`config.mk`:
```
export PLATFORM = sky130hd
export DESIGN_NAME = irq_encoder_flat
export DESIGN_NICKNAME = d
export VERILOG_FILES = /design/src/rtl/irq_encoder_if.sv /design/src/rtl/irq_encoder.sv /design/src/flat_wrapper.sv
export SDC_FILE = /design/constraint.sdc
export NUM_CORES = 1
export LEC_CHECK = 0
export ABC_CLOCK_PERIOD_IN_PS = 1700
export BUFFER_PORTS_ARGS = -buffer_cell sky130_fd_sc_hd__buf_2
export CORE_MARGIN = 5
export CORE_UTILIZATION = 50
export CTS_CLUSTER_DIAMETER = 30
export DETAILED_ROUTE_END_ITERATION = 12
export GPL_TIMING_DRIVEN = 0
export HOLD_SLACK_MARGIN = 0.08
export PLACE_DENSITY = 0.86
export SLEW_MARGIN = 20
export SYNTH_ARGS = -nofsm -noshare
export SYNTH_HDL_FRONTEND = slang
export SYNTH_SLANG_ARGS = --single-unit
```
`constraint.sdc`:
```
create_clock -name clk -period 1.7 [get_ports clk]
set_input_delay 0.255 -clock clk [delete_from_list [all_inputs] [get_ports clk]]
set_output_delay 0.255 -clock clk [all_outputs]
set_load 0.01 [all_outputs]
```
`src/rtl/irq_encoder_if.sv`:
```
// Bundle of the request/grant signals between an interrupt consumer and
// irq_encoder. The consumer (master) drives req, mask and ack. The encoder
// (slave) returns the grant (valid/code) and the pending/lost status.
interface irq_encoder_if;
  logic [15:0] req;
  logic [15:0] mask;
  logic        ack;
  logic        valid;
  logic [3:0]  code;
  logic [15:0] pending;
  logic        lost;

  modport master (
    output req,
    output mask,
    output ack,
    input  valid,
    input  code,
    input  pending,
    input  lost
  );

  modport slave (
    input  req,
    input  mask,
    input  ack,
    output valid,
    output code,
    output pending,
    output lost
  );
endinterface

```
`src/rtl/irq_encoder.sv`:
```
// Edge-triggered 16-source interrupt priority encoder.
// Each rising request edge latches a pending bit. The highest-index pending
// source that is masked in is presented as a binary code, and that code is
// held until the consumer acknowledges it. A sticky 'lost' flag records any
// request edge that arrives for a source which is already pending.
module irq_encoder (
  input  logic           clk,
  input  logic           rst_n,
  irq_encoder_if.slave   bus
);

  typedef enum logic [0:0] {
    ST_IDLE    = 1'b0,
    ST_PRESENT = 1'b1
  } state_e;

  // Highest set bit index of a 16-bit vector. Returns 0 for an empty vector.
  // Callers only use the result when the vector is nonzero.
  function automatic logic [3:0] prio_index(input logic [15:0] vec);
    logic [3:0] idx;
    idx = 4'd0;
    for (int i = 0; i < 16; i++) begin
      if (vec[i]) begin
        idx = 4'(i);
      end else begin
        idx = idx;
      end
    end
    return idx;
  endfunction

  // 4-to-16 one-hot decode. This is the inverse of prio_index for a single set bit.
  function automatic logic [15:0] onehot16(input logic [3:0] idx);
    return 16'h0001 << idx;
  endfunction

  state_e      state_q, state_d;
  logic [15:0] req_q;
  logic [15:0] pending_q, pending_d;
  logic [3:0]  code_q, code_d;
  logic        lost_q, lost_d;

  logic [15:0] event_s;
  logic [15:0] clr_s;
  logic [15:0] eligible_s;
  logic        ack_take_s;

  // Event detection and pending/lost bookkeeping. When a new event and an ack
  // land on the granted source in the same cycle, the set takes precedence.
  // That event re-arms the source, and the flag does not count it as lost.
  always_comb begin
    event_s    = bus.req & ~req_q;
    ack_take_s = (state_q == ST_PRESENT) && bus.ack;
    if (ack_take_s) begin
      clr_s = onehot16(code_q);
    end else begin
      clr_s = 16'h0000;
    end
    pending_d  = (pending_q & ~clr_s) | event_s;
    lost_d     = lost_q | (|(event_s & pending_q & ~clr_s));
    eligible_s = pending_q & bus.mask;
  end

  // Grant FSM next state. The code is loaded only when leaving IDLE and stays
  // frozen while the grant is presented.
  always_comb begin
    state_d = state_q;
    code_d  = code_q;
    case (state_q)
      ST_IDLE: begin
        if (eligible_s != 16'h0000) begin
          code_d  = prio_index(eligible_s);
          state_d = ST_PRESENT;
        end else begin
          state_d = ST_IDLE;
        end
      end
      ST_PRESENT: begin
        if (bus.ack) begin
          state_d = ST_IDLE;
        end else begin
          state_d = ST_PRESENT;
        end
      end
      default: begin
        state_d = ST_IDLE;
        code_d  = 4'd0;
      end
    endcase
  end

  // State and status registers. An asynchronous reset drops the grant and all history.
  always_ff @(posedge clk or negedge rst_n) begin
    if (!rst_n) begin
      state_q   <= ST_IDLE;
      req_q     <= 16'h0000;
      pending_q <= 16'h0000;
      code_q    <= 4'd0;
      lost_q    <= 1'b0;
    end else begin
      state_q   <= state_d;
      req_q     <= bus.req;
      pending_q <= pending_d;
      code_q    <= code_d;
      lost_q    <= lost_d;
    end
  end

  assign bus.valid   = (state_q == ST_PRESENT);
  assign bus.code    = code_q;
  assign bus.pending = pending_q;
  assign bus.lost    = lost_q;

endmodule
```
`src/flat_wrapper.sv`:
```
// flat-port wrapper written by rule: the top's interface ports become plain ports
module irq_encoder_flat 
  (clk, rst_n, bus_req, bus_mask, bus_ack, bus_valid, bus_code, bus_pending, bus_lost);
  irq_encoder_if bus_i ();
  input  logic clk;
  input  logic rst_n;
  input wire logic [$bits(bus_i.req)-1:0] bus_req;
  input wire logic [$bits(bus_i.mask)-1:0] bus_mask;
  input wire logic [$bits(bus_i.ack)-1:0] bus_ack;
  output wire logic [$bits(bus_i.valid)-1:0] bus_valid;
  output wire logic [$bits(bus_i.code)-1:0] bus_code;
  output wire logic [$bits(bus_i.pending)-1:0] bus_pending;
  output wire logic [$bits(bus_i.lost)-1:0] bus_lost;
  assign bus_i.req = bus_req;
  assign bus_i.mask = bus_mask;
  assign bus_i.ack = bus_ack;
  assign bus_valid = bus_i.valid;
  assign bus_code = bus_i.code;
  assign bus_pending = bus_i.pending;
  assign bus_lost = bus_i.lost;
  irq_encoder u_core (.clk(clk), .rst_n(rst_n), .bus(bus_i));
endmodule
```
# After elaboration in Yosys (flattened, before gate mapping)
# Cells that the tools add are included.
dict set report totals {
  reg_bits 38
  input_bits 35
  out_inout_bits 22
  word_cells 39
}
dict set report classes {
  n_shift 1
  mux 19
  bitwise 10
  n_reduce_logical 4
}
# op n
set op_table {}
lappend op_table {{$and A16 B16 Y16} 5}
lappend op_table {{$mux W4} 8}
lappend op_table {{$not A16 Y16} 2}
lappend op_table {{$mux W16} 1}
lappend op_table {{$or A16 B16 Y16} 1}
lappend op_table {{$reduce_bool A16 Y1} 1}
lappend op_table {{$reduce_or A16 Y1} 1}
lappend op_table {{$shl A1 B4 Y16 const A} 1}
lappend op_table {{$mux W3} 4}
lappend op_table {{$mux W2} 2}
lappend op_table {{$mux W1} 3}
lappend op_table {{$pmux W1 S2} 1}
lappend op_table {{$reduce_and A2 Y1} 1}
lappend op_table {{$logic_and A1 B1 Y1} 1}
lappend op_table {{$not A1 Y1} 1}
lappend op_table {{$or A1 B1 Y1} 1}

# Depth between registers and ports, before layout
dict set report depth {
  depth_word 16
  depth_mapped 6
  ltp_nobuf 5
}

# Worst setup path before layout
# No wires, ideal clock.
dict set report synth_path {
  kind {reg2reg}
  start {register u_core.code_q[0], in the netlist u_core.bus.code[0]}
  end {register u_core.lost_q, in the netlist u_core.bus.lost}
  setup_time_ps 131
  arrival_ps 1463
  required_time_ps 1569
  slack_ps 105
  path_stages_with_launch 6
  path_buffers 0
  period_less_slack_ps 1595
  cell_sequence {dfrtp_1 -> and4b_4 -> nand3_2 -> a41oi_2 -> nand4_1 -> or3_1}
}
dict set report synth_via {
  elab_chain_len 6
}
# element line
set synth_rtl {}
lappend synth_rtl {{from (decl)} irq_encoder.sv:40} ;# logic [3:0] code_q, code_d;
lappend synth_rtl {{from (signal assigned)} irq_encoder.sv:104} ;# code_q <= code_d;
lappend synth_rtl {{$shl A1 B4 Y16} irq_encoder.sv:34} ;# return 16'h0001 << idx;
lappend synth_rtl {{$mux W16} irq_encoder.sv:54} ;# if (ack_take_s) begin
lappend synth_rtl {{$not A16 Y16} irq_encoder.sv:60} ;# lost_d = lost_q | (|(event_s & pending_q & ~clr_s));
lappend synth_rtl {{$and A16 B16 Y16} irq_encoder.sv:60}
lappend synth_rtl {{$reduce_or A16 Y1} irq_encoder.sv:60}
lappend synth_rtl {{$or A1 B1 Y1} irq_encoder.sv:60}
lappend synth_rtl {{net u_core.lost_d} irq_encoder.sv:41} ;# logic lost_q, lost_d;
lappend synth_rtl {{to (signal assigned)} irq_encoder.sv:105} ;# lost_q <= lost_d;
lappend synth_rtl {{to (decl)} irq_encoder.sv:41}
# The timed path passes the listed nets, and every way through them passes these cells.
# A chain may end at the register's enable or synchronous reset.

# Worst setup path after layout
dict set report layout_path {
  start {register u_core.code_q[3], in the netlist u_core.bus.code[3]}
  end {register u_core.lost_q, in the netlist u_core.bus.lost}
}
# The elaborated chain is that of the path after synthesis.

==> qor.yml <==
drc: 0
io_pins: 57
start_util_pct: 52.1
skew_ns: 0.00461
die_area_sq_um: 4790
crit_fanout: 10
cpPeakStageDelay_ns: 0.43
timing.final.ws_setup_ns: -0.0655
ys_warn_count: 0
cp.arrival_ns: 2.00
cts_max_level: 2
rr_startpoint: "u_core.bus.code[3]$_DFFE_PN0P_"
final_core_util_pct: 74.6
gr-total-overflow: 0
synth_nets: 200
syn-cell-area_sq_um: 1750
hold_ws_ns: 0.201
hold_depth: 3
cp-end-kind: "flop"
synthArstFlopShare_pct: 100
firstDrtPassIters: 5
whs_endpoint: "u_core.bus.code[0]$_DFFE_PN0P_"
grt_antenna_before_repair: 0
cts_sinks: 38
wl_microns: 5530
maxSlewHeadroom_pct: 45.6
globalplace.congestion: 0.895
finalInstanceArea_sq_um: 2510
clk_path_buf_depth: 2
r2r-end: "u_core.bus.lost$_DFF_PN0_"
drt-initial-drc-count: 183
core_sq_um: 3360
finalMaxSlewViolations: 0
die_w_microns: 69.2
rrSetupSlack_ns: -0.07
hold_start: "bus_mask[15]"
ff2ff_path_depth: 6
cp.required_ns: 1.94
finalNetCount: 290
post-route-period-util_pct: 104
area_growth_pct: 43.1
hpwl_microns: 3500
synth.lib_cells_used.distinct: 40
postPlaceCellArea_sq_um: 2090
ir_drop_uv: 690
detail-route-antenna-nets: 0
hold_class: "in2reg"
power.density_nw_per_um2: 831
rsz0062_at_grt: "true"
final_hold_viol_count: 0
failed_checks: "setup timing"
avgViaCountPerCell: 5.86
cts_root_buffer: "clkbuf_4"
power_leakage_nw: 1.10
row_count: 21
antenna_cells: 0
synth-seq-cells: 38
grtUsageTotal_pct: 21.3
drive_gt1_share_pct: 37.8
die_y_microns: 69.2
preCtsSetupSlack_ns: -0.0959
vias: 1758
io_buffers: 56
clk_latency_ns: 0.35
seq_area_frac_synth_pct: 54.2
worst_pin_slew_ns: 0.816
tritoncts: "built"
cp-start-kind: "flop"
synth_edf_count: 0
status: "finished with violations"
finalSetupViolations: 1
critPathKind: "reg2reg"
max_freq_mhz: 566
synthCells: 165
postSynthAreaPerCell_sq_um: 10.6
grt_pass1_vias: 1685
drt-wirelength-per-cell_microns: 18.4
path_cells: "buf_4, nor2b_2, a21oi_1, a41oi_2, nand4_1, or3_1"
grt_first_pass_wirelength_microns: 8140
ys.flop_type: "dfrtp_1"
grt_max_degree: 39
cts_made_buffers: 5
post-route-min-period_ns: 1.77
critPathSlowestCell: "dfrtp_1"
max_cap_violations: 0
clk_pin_slew_worst_paths_ns: 0.10
critical path, delay by kind of cell, from the launching register on:
kind	cells	cell delay (ns)
AND/OR/NAND/NOR	3	0.69
flip-flops	1	0.43
AO/OA/AOI/OAI	2	0.30
buffers and inverters	1	0.23
layout make-up:
type | count | area (sq um)
timing repair buffer | 83 | 527
multi-input combinational | 115 | 856
tap | 46 | 57.6
fill | 241 | 855
buffer | 3 | 30.0
inverter | 9 | 33.8
clock buffer | 6 | 51.3
sequential | 38 | 953
kinds of logic after synthesis:
kind of cell	Yosys count	synth area share, %
simple gates	69	22.6
compound gates	46	20.0
buf+inv	12	3.21
flops	38	54.2
layer usage:
metal  routed length (microns)  track usage (%)
met5                         0                0
met4                       151             6.72
met3                       411             6.96
met2                      2780             35.2
met1                      2180             26.5
worst max path at each step:
stage / start / to / slack [ns]
after detailed placement: u_core.bus.valid$_DFF_PN0_ / u_core.bus.lost$_DFF_PN0_ / -0.1
after floorplan: u_core.bus.code[0]$_DFFE_PN0P_ / u_core.bus.lost$_DFF_PN0_ / 0.11
final: u_core.bus.code[3]$_DFFE_PN0P_ / u_core.bus.lost$_DFF_PN0_ / -0.07
after global placement: u_core.bus.code[0]$_DFFE_PN0P_ / u_core.bus.lost$_DFF_PN0_ / -0.05
after global routing: u_core.bus.code[0]$_DFFE_PN0P_ / u_core.bus.lost$_DFF_PN0_ / -0.14
after CTS: u_core.bus.code[2]$_DFFE_PN0P_ / u_core.bus.lost$_DFF_PN0_ / -0.02
cells in the final DEF, fill, tap and decap left out, drive strengths merged, types with 2 or more instances in the layout:
master / count
inv: 9
nand4: 5
a22oi: 5
nand4b: 4
nor2b: 2
o31ai: 2
a41oi: 4
buf: 69
a22o: 5
o21ai: 11
a21oi: 4
dfrtp: 38
o211ai: 2
dlygate4sd3: 17
nor2: 5
o22a: 3
nand3: 5
clkbuf: 6
nand3b: 2
nand2b: 11
a32oi: 2
nand2: 27
and4b: 3
cell usage after synthesis, drive strengths merged (2+ instances only):
| cell | number | area share [%] |
|---|---|---|
| dfrtp | 38 | 54 |
| nand2 | 27 | 5.8 |
| nand2b | 11 | 3.9 |
| o21ai | 11 | 3.1 |
| inv | 9 | 1.9 |
| a22o | 5 | 2.5 |
| a22oi | 5 | 2.1 |
| nand3 | 5 | 1.7 |
| nand4 | 5 | 1.8 |
| nor2 | 5 | 1.1 |
| a21oi | 4 | 1.1 |
| a41oi | 4 | 2.9 |
| nand4b | 4 | 2.0 |
| and4b | 3 | 1.9 |
| buf | 3 | 1.3 |
| o22a | 3 | 1.5 |
| a32oi | 2 | 1.0 |
| nand3b | 2 | 0.86 |
| nor2b | 2 | 0.86 |
| o211ai | 2 | 0.86 |
| o31ai | 2 | 1.1 |
state kept, by name (all words and copies together) (netlist names):
signal and flops:
u_core.bus.pending 16, u_core.req_q 16, u_core.bus.lost 1, u_core.bus.code 4, u_core.bus.valid 1
through the flow:
| step | power (mW) | setup TNS, ns | instances |
|---|---|---|---|
| finish | 2.08 | -0.0655 | 300 |
| global route | 2.18 | -0.138 | 300 |
| CTS | 1.98 | -0.0229 | 295 |
| global placement | 1.45 | -0.0545 | 267 |
| floorplan | 1.28 | 0 | 165 |
| detailed placement | 1.47 | -0.0959 | 267 |
power by group:
group / switching (mW) / internal, mW / leakage [nW]
combinational: 0.292 / 0.269 / 0.677
sequential: 0.0839 / 0.974 / 0.392
clock: 0.280 / 0.186 / 0.0302
what timing repair did:
| item | in CTS | in global routing |
|---|---|---|
| setup endpoints to repair | 1 | 4 |
| setup buffers | 5 | 4 |
| hold buffers | 17 | 0 |
| endpoints found under the hold margin | 54 | 0 |
| gates cloned | 0 | 1 |
| resized for setup | 12 | 14 |
| pin swaps | 6 | 6 |
Power figures use the tool's default switching activity.
